**src/rtl/ul4_pkg.sv**
```systemverilog
// Shared definitions for the ul4 logic datapath.
// Holds the op-select encoding, the accumulator FSM state encoding and widths.
package ul4_pkg;

    localparam int WIDTH = 4;
    localparam int CNT_W = 4;

    localparam logic [1:0] UL4_AND  = 2'b00;
    localparam logic [1:0] UL4_OR   = 2'b01;
    localparam logic [1:0] UL4_XOR  = 2'b10;
    localparam logic [1:0] UL4_NOTB = 2'b11;

    typedef enum logic [1:0] {
        ST_IDLE = 2'd0,
        ST_EXEC = 2'd1,
        ST_HOLD = 2'd2
    } state_t;

endpackage

```
**src/rtl/ul4_acc_if.sv**
```systemverilog
// Operand/result handshake bundle for the ul4 accumulator stage.
// The master side is the operand producer and result consumer.
// The slave side is the accumulator itself.
interface ul4_acc_if
    import ul4_pkg::*;
();

    logic             in_valid;
    logic             in_ready;
    logic [WIDTH-1:0] in_b;
    logic [1:0]       in_s;
    logic             in_load;
    logic             in_last;
    logic             out_valid;
    logic             out_ready;
    logic [WIDTH-1:0] out_data;
    logic             out_zero;
    logic             out_last;
    logic [CNT_W-1:0] op_cnt;

    modport master (
        output in_valid, in_b, in_s, in_load, in_last, out_ready,
        input  in_ready, out_valid, out_data, out_zero, out_last, op_cnt
    );

    modport slave (
        input  in_valid, in_b, in_s, in_load, in_last, out_ready,
        output in_ready, out_valid, out_data, out_zero, out_last, op_cnt
    );

endinterface

```
**src/rtl/ul4.sv**
```systemverilog
// ul4: 4-bit combinational logic unit (AND / OR / XOR / NOT B).
module ul4
    import ul4_pkg::*;
(
    output logic [WIDTH-1:0] Out,
    input  logic [WIDTH-1:0] A,
    input  logic [WIDTH-1:0] B,
    input  logic [1:0]       s
);

    // Select one of the four bitwise functions of A and B.
    always_comb begin
        Out = {WIDTH{1'b0}};
        case (s)
            UL4_AND:  Out = A & B;
            UL4_OR:   Out = A | B;
            UL4_XOR:  Out = A ^ B;
            UL4_NOTB: Out = ~B;
            default:  Out = {WIDTH{1'b0}};
        endcase
    end

endmodule

```
**src/rtl/ul4_acc.sv**
```systemverilog
// ul4_acc: sequential accumulator around ul4.
// A beat is accepted in IDLE, evaluated in EXEC against the accumulator,
// and the result is held in HOLD until the downstream takes it. A result
// flagged last clears the accumulator once it has been delivered.
module ul4_acc
    import ul4_pkg::*;
(
    input  logic       clk,
    input  logic       rst_n,
    ul4_acc_if.slave   bus
);

    state_t           state_r;
    logic [WIDTH-1:0] acc_r;
    logic [WIDTH-1:0] b_r;
    logic [1:0]       s_r;
    logic             load_r;
    logic             last_r;
    logic             out_valid_r;
    logic [WIDTH-1:0] out_data_r;
    logic             out_last_r;
    logic [CNT_W-1:0] op_cnt_r;
    logic [WIDTH-1:0] ul4_out_s;
    logic [WIDTH-1:0] res_s;

    ul4 u_ul4 (
        .Out (ul4_out_s),
        .A   (acc_r),
        .B   (b_r),
        .s   (s_r)
    );

    // A load bypasses the logic unit and takes the operand as-is.
    always_comb begin
        res_s = ul4_out_s;
        if (load_r) begin
            res_s = b_r;
        end else begin
            res_s = ul4_out_s;
        end
    end

    // Control FSM with operand, accumulator, result and counter registers.
    always_ff @(posedge clk or negedge rst_n) begin
        if (!rst_n) begin
            state_r     <= ST_IDLE;
            acc_r       <= {WIDTH{1'b0}};
            b_r         <= {WIDTH{1'b0}};
            s_r         <= 2'b00;
            load_r      <= 1'b0;
            last_r      <= 1'b0;
            out_valid_r <= 1'b0;
            out_data_r  <= {WIDTH{1'b0}};
            out_last_r  <= 1'b0;
            op_cnt_r    <= {CNT_W{1'b0}};
        end else begin
            case (state_r)
                ST_IDLE: begin
                    // in_ready is high throughout IDLE once out of reset.
                    if (bus.in_valid) begin
                        b_r     <= bus.in_b;
                        s_r     <= bus.in_s;
                        load_r  <= bus.in_load;
                        last_r  <= bus.in_last;
                        state_r <= ST_EXEC;
                    end
                end
                ST_EXEC: begin
                    acc_r       <= res_s;
                    out_data_r  <= res_s;
                    out_valid_r <= 1'b1;
                    out_last_r  <= last_r;
                    op_cnt_r    <= op_cnt_r + 4'd1;
                    state_r     <= ST_HOLD;
                end
                ST_HOLD: begin
                    if (bus.out_ready) begin
                        out_valid_r <= 1'b0;
                        if (out_last_r) begin
                            acc_r <= {WIDTH{1'b0}};
                        end
                        state_r <= ST_IDLE;
                    end
                end
                default: begin
                    out_valid_r <= 1'b0;
                    state_r     <= ST_IDLE;
                end
            endcase
        end
    end

    // in_ready is gated by rst_n so it reads 0 for the whole reset window,
    // yet is high on the first edge after release.
    assign bus.in_ready  = rst_n & (state_r == ST_IDLE);
    assign bus.out_valid = out_valid_r;
    assign bus.out_data  = out_data_r;
    assign bus.out_zero  = (out_data_r == {WIDTH{1'b0}});
    assign bus.out_last  = out_last_r;
    assign bus.op_cnt    = op_cnt_r;

endmodule

```
**src/flat_wrapper.sv**
```systemverilog
// flat-port wrapper written by rule: the top's interface ports become plain ports
module ul4_acc_flat import ul4_pkg::*;
  (clk, rst_n, bus_in_valid, bus_in_b, bus_in_s, bus_in_load, bus_in_last, bus_out_ready, bus_in_ready, bus_out_valid, bus_out_data, bus_out_zero, bus_out_last, bus_op_cnt);
  ul4_acc_if bus_i ();
  input  logic clk;
  input  logic rst_n;
  input wire logic [$bits(bus_i.in_valid)-1:0] bus_in_valid;
  input wire logic [$bits(bus_i.in_b)-1:0] bus_in_b;
  input wire logic [$bits(bus_i.in_s)-1:0] bus_in_s;
  input wire logic [$bits(bus_i.in_load)-1:0] bus_in_load;
  input wire logic [$bits(bus_i.in_last)-1:0] bus_in_last;
  input wire logic [$bits(bus_i.out_ready)-1:0] bus_out_ready;
  output wire logic [$bits(bus_i.in_ready)-1:0] bus_in_ready;
  output wire logic [$bits(bus_i.out_valid)-1:0] bus_out_valid;
  output wire logic [$bits(bus_i.out_data)-1:0] bus_out_data;
  output wire logic [$bits(bus_i.out_zero)-1:0] bus_out_zero;
  output wire logic [$bits(bus_i.out_last)-1:0] bus_out_last;
  output wire logic [$bits(bus_i.op_cnt)-1:0] bus_op_cnt;
  assign bus_i.in_valid = bus_in_valid;
  assign bus_i.in_b = bus_in_b;
  assign bus_i.in_s = bus_in_s;
  assign bus_i.in_load = bus_in_load;
  assign bus_i.in_last = bus_in_last;
  assign bus_i.out_ready = bus_out_ready;
  assign bus_in_ready = bus_i.in_ready;
  assign bus_out_valid = bus_i.out_valid;
  assign bus_out_data = bus_i.out_data;
  assign bus_out_zero = bus_i.out_zero;
  assign bus_out_last = bus_i.out_last;
  assign bus_op_cnt = bus_i.op_cnt;
  ul4_acc u_core (.clk(clk), .rst_n(rst_n), .bus(bus_i));
endmodule
```
**config.mk**
```make
export PLATFORM = sky130hd
export DESIGN_NAME = ul4_acc_flat
export DESIGN_NICKNAME = d
export VERILOG_FILES = /design/src/rtl/ul4_pkg.sv /design/src/rtl/ul4_acc_if.sv /design/src/rtl/ul4.sv /design/src/rtl/ul4_acc.sv /design/src/flat_wrapper.sv
export SDC_FILE = /design/constraint.sdc
export NUM_CORES = 1
export LEC_CHECK = 0
export BUFFER_PORTS_ARGS = -buffer_cell sky130_fd_sc_hd__buf_4
export CORE_MARGIN = 3
export CORE_UTILIZATION = 36
export CTS_BUF_LIST = sky130_fd_sc_hd__clkbuf_2
export DETAILED_ROUTE_END_ITERATION = 12
export SETUP_SLACK_MARGIN = 0.05
export SLEW_MARGIN = 20
export SYNTH_ARGS = -nofsm -noshare
export SYNTH_HDL_FRONTEND = slang
export SYNTH_SLANG_ARGS = --single-unit
```
**constraint.sdc**
```tcl
create_clock -name clk -period 1.96 [get_ports clk]
set_input_delay 0.392 -clock clk [delete_from_list [all_inputs] [get_ports clk]]
set_output_delay 0.392 -clock clk [all_outputs]
set_load 0.02 [all_outputs]
```
; ---- After elaboration in Yosys (flattened, before gate mapping)
; Cells that the tools add are included.
; W data, S select, Z words.
[totals]
reg_bits = 24
latchBits = 0
mem_bits_rw = 0
rom_bits = 0
word_cells = 43
n_memories = 0
[classes]
n_addsub = 1
mul = 0
div_mod_pow = 0
order_cmp = 0
eq_ne = 8
shifts = 0
muxes = 10
bitwise = 6
n_reduce_logical = 8
[ops]
columns = op, count
row1 = $pmux W4 S4, 1
row2 = $mux W4, 3
row3 = $pmux W4 S2, 1
row4 = $eq A2 B2 Y1 const B, 3
row5 = $pmux W2 S3, 1
row6 = $reduce_and A2 Y1, 3
row7 = $add A4 B1 Y4 const B, 1
row8 = $and A4 B4 Y4, 1
row9 = $eq A2 B1 Y1 const B, 2
row10 = $logic_not A2 Y1, 2
row11 = $logic_not A4 Y1, 1
row12 = $mux W2, 2
row13 = $ne A2 B2 Y1 const B, 2
row14 = $not A4 Y4, 1
row15 = $or A4 B4 Y4, 1
row16 = $xor A4 B4 Y4, 1
row17 = $pmux W1 S3, 1
row18 = $reduce_and A3 Y1, 1
row19 = $ne A2 B1 Y1 const B, 1
row20 = $reduce_bool A2 Y1, 1
row21 = $and A1 B1 Y1, 1
row22 = $mux W1, 1
row23 = $not A1 Y1, 1

; ---- Logic depth before layout (Yosys ltp)
; Gate-level depths: netlist of run 1.
[logic_depth]
ltp_word = 4
mapped_depth = 5

; ---- Cells and area by module
; A second synthesis of run 1 with hierarchy kept.
[hier_totals]
cells_unflattened = 99
hier_area_um2 = 1222.4
[by_module_without_submodules]
columns = mod, instances, cells_each, area_each_um2
row1 = ul4_acc, 1, 75, 972.2
row2 = ul4, 1, 24, 250.2

; ---- Worst setup path before layout of run 1
; Ideal clock, no wire load.
[synth_path]
path_type = reg-to-output
startpoint = reg u_core.out_data_r[1] (netlist: u_core.bus.out_data[1])
endpoint = out bus_out_zero
t_arrival_ns = 1.199
setup_slack_ns = 0.369
stages_incl_launch_ff = 2
path_buffers = 0
path_cell_list = dfrtp_1 -> nor4_1
[synth_between]
elab_chain_cells = 1
[synth_rtl]
columns = element, line
row1 = from (decl), ul4_acc.sv:20  ; logic [WIDTH-1:0] out_data_r;
row2 = from (signal assigned), ul4_acc.sv:53  ; out_data_r <= {WIDTH{1'b0}};
row3 = from (signal assigned), ul4_acc.sv:70  ; out_data_r <= res_s;
row4 = $logic_not A4 Y1, ul4_acc.sv:98  ; assign bus.out_zero = (out_data_r == {WIDTH{1'b0}});
row5 = to (decl), flat_wrapper.sv:16  ; output wire logic [$bits(bus_i.out_zero)-1:0] bus_out_zero;
; No other way between the ends.

; ---- Worst setup path in the final report of run 1
[layout_path]
startpoint = in rst_n
endpoint = out bus_in_ready
[layout_between]
elab_chain_cells = 1
[layout_rtl]
columns = element, line
row1 = from (decl), flat_wrapper.sv:6  ; input logic rst_n;
row2 = $and A1 B1 Y1, ul4_acc.sv:95  ; assign bus.in_ready = rst_n & (state_r == ST_IDLE);
row3 = to (decl), flat_wrapper.sv:13  ; output wire logic [$bits(bus_i.in_ready)-1:0] bus_in_ready;
; No other way between the ends.

==> results of run 1 <==
power groups by stage:
stage                     registers (mW)  logic (mW)  clock network [mW]
after floorplan                     1.05       0.833                   0
after global placement              1.03        1.21                   0
after detailed placement            1.04        1.26                   0
after CTS                           1.03        1.26               0.342
after global routing                1.07        1.39               0.365
final                               1.03        1.24               0.329
flip-flops by register name (all words and copies together), names as in the netlist:
signal / flops
u_core.last_r: 1
u_core.load_r: 1
u_core.bus.out_data: 4
u_core.b_r: 4
u_core.acc_r: 4
u_core.bus.op_cnt: 4
u_core.s_r: 2
u_core.bus.out_valid: 1
u_core.bus.out_last: 1
u_core.state_r: 2
routing by layer:
layer / vias to the layer above / routed length, microns / track usage (%)
met5: - / 0 / 0
met2: 18 / 1160 / 20.9
met3: 2 / 94 / 2.22
met4: 0 / 16 / 5.44
li1: 449 / - / -
met1: 433 / 1290 / 19.1
kinds of logic (layout without fill, tap and decap cells):
kind of cell             count (synthesis)  after routing  share of synthesized area [%]
multiplexers                             8              8                           6.77
flip-flops                              24             24                           47.8
AND/OR/NAND/NOR                         30             30                           11.9
AO/OA/AOI/OAI                           26             26                           17.3
XOR/XNOR                                 3              3                           2.09
adder cells (fa/ha/maj)                  9              9                           8.96
buffers and inverters                   14             40                           5.17
cell usage in the layout (no fill, tap or decap), types with 2 or more instances in the layout:
cell,synthesis,final
ha_1,9,9
inv_1,9,9
o221ai_2,3,3
dfrtp_1,24,24
nor2b_1,3,3
clkbuf_2,0,3
nor2_1,2,2
o21ai_0,6,6
o21ai_1,4,4
buf_4,0,26
nand2_1,18,18
a211oi_1,3,3
xnor2_1,3,3
o21ba_2,3,3
mux2i_1,4,4
mux2_2,4,4
o2bb2ai_1,4,4
critical path: cells and delay by family:
kind	cells	cell delay, ns
buffers and inverters	3	0.83
AND/OR/NAND/NOR	1	0.19
metrics by stage:
step                cell area, sq um  std cells
floorplan                       1260        114
global placement                1480        179
detailed placement              1480        179
CTS                             1530        184
global route                    1530        184
finish                          1530        184
final timing paths:
kind / from / to / slack, ns / depth (start not counted)
min in group asynchronous: rst_n / u_core.bus.out_data[3] / 0.55 / 3
max in group asynchronous: rst_n / u_core.bus.out_data[0] / 1.16 / 3
worst min-delay path: bus_in_b[2] / u_core.b_r[2] / 0.24 / 3
worst min register to register: u_core.bus.op_cnt[3] / u_core.bus.op_cnt[3] / 0.49 / 1
worst max register to register: u_core.b_r[1] / u_core.acc_r[1] / 0.35 / 5
worst max-delay path: rst_n / bus_in_ready / 0.15 / 4
area by class of cell:
type	instances	area (sq um)
Timing Repair Buffer	27	205
Clock inverter	1	30.0
Tap cell	44	55.1
Inverter	9	33.8
Sequential cell	24	601
Multi-Input combinational cell	76	592
Fill cell	315	1670
Clock buffer	3	15.0
==> summary.txt, run 1 <==
Worst setup path
  – Crit end category: primary output
  – Nature of the critical path startpoint: primary input
  – Crit Path Class: primary input to primary output
  – Most Frequent Cell on Critical Path: buf_4
  – Slowest-stage cell, CP: dlygate4sd3_1
  – CP max stage delay: 0.53 ns
  – CP Max Fanout: 2
  – Worst-path cell chain: dlygate4sd3_1 > buf_4 > nor3b_1 > buf_4
  – Critical Path AT: 1.41 ns
  – Critical Path RT: 1.57 ns

Clocking
  – CTS max path bufs: 2
  – Cts hold-fix bufs: 1
  – Max H-tree Level: 1
  – CTS buffer count: 3
  – Clock transition at the registers of the reported paths: 0.22 ns
  – CTS tree: yes
  – Clock Latency Late Sink: 0.34 ns
  – CTS Sinks: 24
  – Post-CTS Resized: 0
  – Clock root buffer: clkbuf_2
  – Post-CTS Setup Bufs: 0

Outcome
  – Outcome: finished, final reports clean

Pwr
  – Leakage power: 0.717 nW
  – Pwr Total: 2.60 mW
  – PD cells: 1700 nW/um^2
  – Psw: 1.08 mW
  – Int Pwr: 1.52 mW
  – Sw Share: 41.7%
  – VDD IR-drop max: 0.690 mV
  – Flop pwr share: 39.5%
  – Logic pwr share: 47.9%
  – Clock Power Share: 12.7%

Synth
  – Avg Synthesized Cell Area: 11.0 sq um
  – Gate Count Post-Synth: 114
  – Register bit total from synthesis: 24
  – Mapped Nets: 135
  – Area share of the largest cell type after synthesis: 47.8%
  – Post-synth top cells: dfrtp_1 (24), nand2_1 (18), ha_1 (9), inv_1 (9), o21ai_0 (6)
  – Netlist Area Pre-Place: 1260 sq um
  – Primary FF master, synth: dfrtp_1
  – Ys async rst share: 100%
  – Post-synth EDFFs: 0
  – Most frequent cell after synthesis: dfrtp_1
  – Synth area leaders: dfrtp_1 (48%), ha_1 (9.0%), nand2_1 (5.4%)
  – Sequential area share after synthesis: 47.8%
  – Largest area contributor in the netlist: dfrtp_1
  – Number of warnings issued by yosys: 0
  – Library cells used by synthesis: 27

Timing
  – Setup TNS: 0 ns
  – Clock skew: 0.0137 ns
  – Slew margin rel.: 65.1%
  – Final Setup Violations: 0
  – Period utilization: 92.1%
  – Max Clk Rate: 554 MHz
  – RSZ-0062 raised after global routing: false
  – Tmin final: 1.81 ns
  – Slew Limit Fails: 0
  – Final WS setup: 0.154 ns
  – Final hold violation count: 0
  – Worst-Margin Slew: 0.521 ns
  – Fin Hold WS: 0.242 ns

Detailed routing
  – Vias per inst: 4.90
  – Wire per inst: 14.0 microns
  – Residual DRC: 0
  – Drt pass-1 iters: 4
  – Detailed Route WL: 2570 microns
  – Via count: 902
  – Routed Antenna Nets: 0
  – DR iter-0 viols: 14

Layout
  – Layout Utilization: 47.8%
  – Nets: 162
  – Antenna Diode Count: 0
  – Layout cells sized above 1: 31.4%
  – P&R area growth vs syn: 21.8%

Global routing
  – Total GRT Usage: 13.6%
  – Number of antenna violations at the first check in global routing: 0
  – Largest net degree at the start of global routing: 25
  – Number of global-route vias before repair: 922
  – First-pass GRT wire length: 4410 microns
  – Gr ovfl total: 0

Worst hold path
  – Worst hold-check path type: primary input to flop

Die
  – Die height: 65.1 microns
  – I/O pins: 24
  – Initial Utilization: 39.3%
  – Die area: 4240 sq um
  – Die W: 65.1 microns
  – Row count: 20
  – Core ar.: 3200 sq um

Placement
  – Hpwl dp: 2000 microns
  – Final GP Congestion: 0.720
  – Port buffer count: 23
  – Place WS: 0.378 ns

Flow run
  – Max-capacitance violation count: 0
No activity file was read; power rests on OpenSTA's default activity.
==> run 2: changes to the inputs <==
--- a/config.mk
+++ b/config.mk
@@ -5,11 +5,13 @@
 export SDC_FILE = /design/constraint.sdc
 export NUM_CORES = 1
 export LEC_CHECK = 0
+export ABC_AREA = 1
 export BUFFER_PORTS_ARGS = -buffer_cell sky130_fd_sc_hd__buf_4
 export CORE_MARGIN = 3
 export CORE_UTILIZATION = 36
 export CTS_BUF_LIST = sky130_fd_sc_hd__clkbuf_2
 export DETAILED_ROUTE_END_ITERATION = 12
+export REMOVE_ABC_BUFFERS = 1
 export SETUP_SLACK_MARGIN = 0.05
 export SLEW_MARGIN = 20
 export SYNTH_ARGS = -nofsm -noshare
==> run 2 against run 1 <==
  * Critical path depth is 2 lower
  * Worst setup slack better by 0.13 ns
  * Cell count is 14% higher
  * Utilization is 1.5 points lower
  * Critical path type is now flop to primary output
  * Highest routed layer unchanged
==> summary.txt, run 2 <==
Die
  – Initial Utilization: 38.8% (-0.46 points)
  – Row count: 20 (unchanged)
  – I/O pins: 24 (unchanged)
  – Die area: 4100 sq um (-3.2%)
  – Die height: 64.1 microns (-1.6%)
  – Core ar.: 3130 sq um (-2.3%)
  – Die W: 64.1 microns (-1.6%)

Worst setup path
  – Crit Path Class: flop to primary output
  – Nature of the critical path startpoint: flop
  – Critical Path AT: 1.28 ns (-0.13 ns)
  – R2R cell count: 5 (unchanged)
  – R2R Path End: u_core.bus.out_data[2]
  – Crit end category: primary output
  – CP Max Fanout: 3 (+1)
  – FF-to-FF Start: u_core.s_r[1]
  – Critical Path RT: 1.57 ns (about the same)
  – Reg-to-reg slack, setup: 0.62 ns (+0.27 ns)

Placement
  – Place WS: 0.644 ns (+0.266 ns)
  – Final GP Congestion: 0.897 (+25%)
  – Port buffer count: 23 (unchanged)
  – Placed cell area: 1430 sq um (-3.5%)
  – Hpwl dp: 2010 microns (+0.67%)
  – Placed insts: 205 (+15%)

Timing
  – Setup TNS: 0 ns (unchanged)
  – RSZ-0062 raised after global routing: false
  – Slew margin rel.: 68.9% (+3.7 points)
  – Final hold violation count: 0 (unchanged)
  – Period utilization: 85.5% (-6.6 points)
  – Tmin final: 1.68 ns (-0.130 ns)
  – Final Setup Violations: 0 (unchanged)
  – Worst-Margin Slew: 0.465 ns (-0.0558 ns)
  – Max Clk Rate: 597 MHz (+7.7%)
  – Final WS setup: 0.284 ns (+0.130 ns)
  – Slew Limit Fails: 0 (unchanged)
  – Clock skew: 0.00737 ns (-0.00635 ns)

Detailed routing
  – Routed Antenna Nets: 0 (unchanged)
  – Detailed Route WL: 2620 microns (+2.0%)
  – Drt pass-1 iters: 4 (unchanged)
  – DR iter-0 viols: 63 (+49)
  – Vias per inst: 4.84 (-1.2%)
  – Via count: 1012 (+12%)
  – Wire per inst: 12.5 microns (-10%)
  – Residual DRC: 0 (unchanged)

Global routing
  – First-pass GRT wire length: 4580 microns (+3.9%)
  – Number of antenna violations at the first check in global routing: 0 (unchanged)
  – Total GRT Usage: 14.2% (+0.63 points)
  – Gr ovfl total: 0 (unchanged)
  – Largest net degree at the start of global routing: 25 (unchanged)
  – Number of global-route vias before repair: 993 (+7.7%)

Pwr
  – Logic pwr share: 48.9% (+1.0 points)
  – Clock Power Share: 8.0% (-4.7 points)
  – Flop pwr share: 43.1% (+3.6 points)
  – VDD IR-drop max: 0.649 mV (-5.8%)
  – Psw: 1.02 mW (-5.4%)
  – Leakage power: 0.766 nW (+6.8%)
  – Int Pwr: 1.21 mW (-20%)
  – Sw Share: 45.9% (+4.2 points)
  – PD cells: 1540 nW/um^2 (-9.2%)

Synth
  – Post-synth top cells: nand2_1 (39), dfrtp_1 (24), nand3_1 (16), inv_1 (11), ha_1 (9)
  – Primary FF master, synth: dfrtp_1
  – Largest area contributor in the netlist: dfrtp_1
  – Sequential area share after synthesis: 49.5% (+1.7 points)
  – Post-synth EDFFs: 0 (unchanged)
  – Area share of the largest cell type after synthesis: 49.5% (+1.7 points)
  – Number of warnings issued by yosys: 0 (unchanged)
  – Avg Synthesized Cell Area: 8.67 sq um (-21%)
  – Most frequent cell after synthesis: nand2_1
  – Gate Count Post-Synth: 140 (+23%)
  – Synth area leaders: dfrtp_1 (49%), nand2_1 (12%), ha_1 (9.3%)
  – Register bit total from synthesis: 24 (unchanged)
  – Library cells used by synthesis: 23 (-15%)
  – Netlist Area Pre-Place: 1210 sq um (-3.5%)
  – Ys async rst share: 100% (unchanged)

Clocking
  – Clock transition at the registers of the reported paths: 0.21 ns (about the same)
  – Max H-tree Level: 1 (unchanged)
  – Clock root buffer: clkbuf_2
  – CTS tree: yes
  – Cts hold-fix bufs: 0 (-1)
  – Clock Latency Late Sink: 0.33 ns (about the same)
  – CTS max path bufs: 2 (unchanged)
  – CTS buffer count: 3 (unchanged)
  – Post-CTS Resized: 0 (unchanged)
  – CTS Sinks: 24 (unchanged)
  – Post-CTS Setup Bufs: 0 (unchanged)

Layout
  – Finished Cell Area: 1450 sq um (-5.3%)
  – Multi-input logic area: 531 sq um (-10%)
  – Final Non-Filler Cells: 209 (+14%)
  – Layout cells sized above 1: 19.4% (-12 points)
  – Commonest cells after routing, fill and taps aside: nand2_1 (39), buf_4 (24), dfrtp_1 (24)
  – Antenna Diode Count: 0 (unchanged)
  – Register area: 601 sq um (unchanged)
  – P&R area growth vs syn: 19.5%
  – Nets: 188 (+16%)
  – Most common cell after layout, fill and taps aside: nand2_1
  – Fill cells: 334 (+6.0%)

Worst hold path
  – Worst hold path depth: 3 (unchanged)
  – Worst hold-check path type: primary input to flop
  – WHS Endpoint: u_core.last_r
  – Hold_sp: bus_in_last

Outcome
  – Outcome: finished, final reports clean

Flow run
  – Max-capacitance violation count: 0 (unchanged)
run 2: cell count changes in the layout (fill, tap and decap cells not counted), sizes merged, moves of 6 or more:
cell,delta
nand2,+21
nand3,+16
nor2,+7
inv,+6
run 2: worst max path at each step:
| stage | to | slack, ns | startpoint | depth (start not counted) |
|---|---|---|---|---|
| after floorplan | bus_out_zero | 0.37 | u_core.bus.out_data[1] | 1 |
| after global placement | bus_out_zero | 0.67 | u_core.bus.out_data[0] | 2 |
| after detailed placement | bus_in_ready | 0.64 | rst_n | 3 |
| after CTS | bus_in_ready | 0.27 | u_core.state_r[1] | 2 |
| after global routing | bus_in_ready | 0.17 | u_core.state_r[1] | 2 |
| final | bus_out_zero | 0.28 | u_core.bus.out_data[0] | 2 |
run 2: cell type report:
type | instances | area share [%]
well taps | 44 | 3.80
repair buffers | 25 | 13.1
flip-flops and latches | 24 | 41.4
inverters | 15 | 4.06
clock buffers | 3 | 1.04
multi-input cells | 98 | 36.6
run 2: worst max-delay path, cell delays in order (launching register included):
cell and delay (ns):
dfrtp_1 0.48, nor4_1 0.29, buf_4 0.19
run 2: layer usage:
| metal | global-route usage [%] | share of wire (%) |
|---|---|---|
| met2 | 22.6 | 46 |
| met1 | 18.2 | 46 |
| met4 | 5.66 | 1.1 |
| met3 | 4.04 | 6.4 |
| met5 | 0 | 0 |
run 2: power by group through the flow:
stage | Clock [mW] | Combinational, mW | Sequential, mW
global route | 0.224 | 1.25 | 1.00
finish | 0.180 | 1.09 | 0.962
global placement | 0 | 1.07 | 0.964
detailed placement | 0 | 1.10 | 0.976
CTS | 0.189 | 1.11 | 0.967
floorplan | 0 | 0.625 | 1.03
run 2: cells by family after synthesis:
| group | Yosys count | share of synthesized area [%] |
|---|---|---|
| buf+inv | 18 | 6.80 |
| xor+xnor | 3 | 2.17 |
| simple gates | 71 | 26.0 |
| compound gates | 15 | 6.29 |
| fa+ha+maj | 9 | 9.28 |
| flops | 24 | 49.5 |
run 2: stage by stage:
stage,power (mW),hold WS (ns),util (%)
6_report,2.23,0.233,46.4
2_1_floorplan,1.66,0.0964,-
3_5_place_dp,2.08,0.432,45.6
3_3_place_gp,2.04,0.430,45.6
5_1_grt,2.47,0.198,46.4
4_1_cts,2.26,0.0298,46.0
==> run 3: changes to the inputs <==
--- a/config.mk
+++ b/config.mk
@@ -6,7 +6,7 @@
 export NUM_CORES = 1
 export LEC_CHECK = 0
 export ABC_AREA = 1
-export BUFFER_PORTS_ARGS = -buffer_cell sky130_fd_sc_hd__buf_4
+export BUFFER_PORTS_ARGS = -buffer_cell sky130_fd_sc_hd__buf_2
 export CORE_MARGIN = 3
 export CORE_UTILIZATION = 36
 export CTS_BUF_LIST = sky130_fd_sc_hd__clkbuf_2
==> run 3 against run 2 <==
  * Total power grew 4.0%
  * Clock skew fell by 0.0012 ns
  * Sequential power is 0.4% lower
  * Via count grew 1.7%
  * Critical path type unchanged
==> summary.txt, run 3 (synthesized netlist as in run 2, its figures left out) <==
Pwr
  – Clock Power Share: 14.3% (+6.3 points)
  – Sw Share: 45.2% (-0.72 points)
  – Int Pwr: 1.27 mW (+5.4%)
  – Psw: 1.05 mW (+2.4%)
  – VDD IR-drop max: 0.736 mV (+13%)
  – Logic pwr share: 44.5% (-4.4 points)
  – Flop pwr share: 41.2% (-1.9 points)
  – PD cells: 1640 nW/um^2 (+6.8%)
  – Leakage power: 0.761 nW (-0.72%)

Die
  – Core ar.: 3130 sq um (unchanged)
  – Initial Utilization: 38.8% (unchanged)
  – Die W: 64.1 microns (unchanged)
  – Row count: 20 (unchanged)
  – Die height: 64.1 microns (unchanged)
  – Die area: 4100 sq um (unchanged)
  – I/O pins: 24 (unchanged)

Global routing
  – Total GRT Usage: 13.9% (-0.32 points)
  – Number of global-route vias before repair: 966 (-2.7%)
  – Gr ovfl total: 0 (unchanged)
  – First-pass GRT wire length: 4470 microns (-2.4%)
  – Number of antenna violations at the first check in global routing: 0 (unchanged)
  – Largest net degree at the start of global routing: 25 (unchanged)

Worst setup path
  – FF-to-FF Start: u_core.b_r[1]
  – Critical Path Start: u_core.bus.out_data[0]
  – Crit Path Class: flop to primary output
  – R2R Path End: u_core.bus.out_data[1]
  – Crit end category: primary output
  – R2R cell count: 8 (+3)
  – Reg-to-reg slack, setup: 0.64 ns (+0.02 ns)
  – Critical Path RT: 1.57 ns (about the same)
  – CP Max Fanout: 3 (unchanged)
  – Nature of the critical path startpoint: flop
  – Critical Path AT: 1.32 ns (+0.04 ns)

Detailed routing
  – Wire per inst: 12.7 microns (+1.2%)
  – Detailed Route WL: 2650 microns (+1.2%)
  – Residual DRC: 0 (unchanged)
  – DR iter-0 viols: 70 (+11%)
  – Drt pass-1 iters: 4 (unchanged)
  – Via count: 1029 (+1.7%)
  – Routed Antenna Nets: 0 (unchanged)
  – Vias per inst: 4.92 (+1.7%)

Clocking
  – CTS tree: yes
  – Cts hold-fix bufs: 0 (unchanged)
  – CTS Sinks: 24 (unchanged)
  – Post-CTS Setup Bufs: 0 (unchanged)
  – Clock transition at the registers of the reported paths: 0.23 ns (+0.02 ns)
  – Post-CTS Resized: 0 (unchanged)
  – Clock root buffer: clkbuf_2
  – CTS max path bufs: 2 (unchanged)
  – CTS buffer count: 3 (unchanged)
  – Clock Latency Late Sink: 0.35 ns (+0.02 ns)
  – Max H-tree Level: 1 (unchanged)

Layout
  – Layout Utilization: 45.2% (-1.2 points)
  – Commonest cells after routing, fill and taps aside: nand2_1 (39), dfrtp_1 (24), buf_2 (23)
  – Antenna Diode Count: 0 (unchanged)
  – Nets: 187 (-0.53%)
  – Fill cells: 317 (-5.1%)
  – Most common cell after layout, fill and taps aside: nand2_1
  – P&R area growth vs syn: 16.4%
  – Layout cells sized above 1: 20.0% (+0.61 points)

Timing
  – Final hold violation count: 0 (unchanged)
  – Setup TNS: 0 ns (unchanged)
  – Clock skew: 0.00615 ns (-0.00122 ns)
  – Period utilization: 87.6% (+2.0 points)
  – Max Clk Rate: 583 MHz (-2.3%)
  – Worst-Margin Slew: 0.435 ns (-0.0300 ns)
  – Final Setup Violations: 0 (unchanged)
  – Slew Limit Fails: 0 (unchanged)
  – RSZ-0062 raised after global routing: false
  – Tmin final: 1.72 ns (+0.0401 ns)
  – Slew margin rel.: 70.9% (+2.0 points)

Flow run
  – Max-capacitance violation count: 0 (unchanged)

Placement
  – Hpwl dp: 1980 microns (-1.5%)
  – Final GP Congestion: 0.803 (-11%)
  – Port buffer count: 23 (unchanged)

Outcome
  – Outcome: finished, final reports clean

Worst hold path
  – Worst hold-check path type: primary input to async pin
-- run 3: per-layer routing --
layer	global-route usage [%]	vias up	part of all wire (%)	wire (microns)
li1	-	502	-	-
met2	21.4	40	44	1160
met4	1.62	0	0.49	13
met1	19.2	485	49	1300
met5	0	-	0	0
met3	5.10	2	6.6	176
-- run 3: area by class of cell --
cell class | instances | area [sq um] | share of cell area (%)
Clock buffer | 3 | 15.0 | 1.06
Sequential cell | 24 | 601 | 42.5
Clock inverter | 1 | 30.0 | 2.13
Timing Repair Buffer | 24 | 123 | 8.68
Tap cell | 44 | 55.1 | 3.90
Inverter | 15 | 58.8 | 4.16
Multi-Input combinational cell | 98 | 531 | 37.6
-- run 3: power by group through the flow --
stage          Clock [mW]  Sequential [mW]  Combinational (mW)
2_1_floorplan           0             1.03               0.625
3_3_place_gp            0            0.961                1.01
3_5_place_dp            0            0.966                1.04
4_1_cts             0.338            0.957                1.04
5_1_grt             0.361            0.993                1.18
6_report            0.331            0.958                1.03
-- run 3: worst max path at each step --
| stage | endpoint | slack, ns | cells after the start |
|---|---|---|---|
| CTS | bus_out_zero | 0.22 | 2 |
| finish | bus_out_zero | 0.24 | 2 |
| detailed placement | u_core.bus.out_data[1] | 0.65 | 8 |
| global route | bus_out_zero | 0.12 | 2 |
| global placement | bus_in_ready | 0.66 | 3 |
| floorplan | bus_out_zero | 0.37 | 1 |
-- run 3: through the flow --
step                      setup WS (ns)  hold WS, ns  cells  total power [mW]  area [sq um]
after floorplan                   0.369       0.0964    137              1.66          1190
after global placement            0.661        0.458    205              1.97          1370
after detailed placement          0.655        0.445    205              2.00          1370
after CTS                         0.222       0.0223    209              2.34          1410
after global routing              0.123     0.000462    209              2.53          1410
final                             0.244       0.0222    209              2.32          1410
-- run 3: worst max-delay path, stage by stage (launching register included) --
cell and delay (ns):
dfrtp_1 0.48, nor4_1 0.29, buf_2 0.21
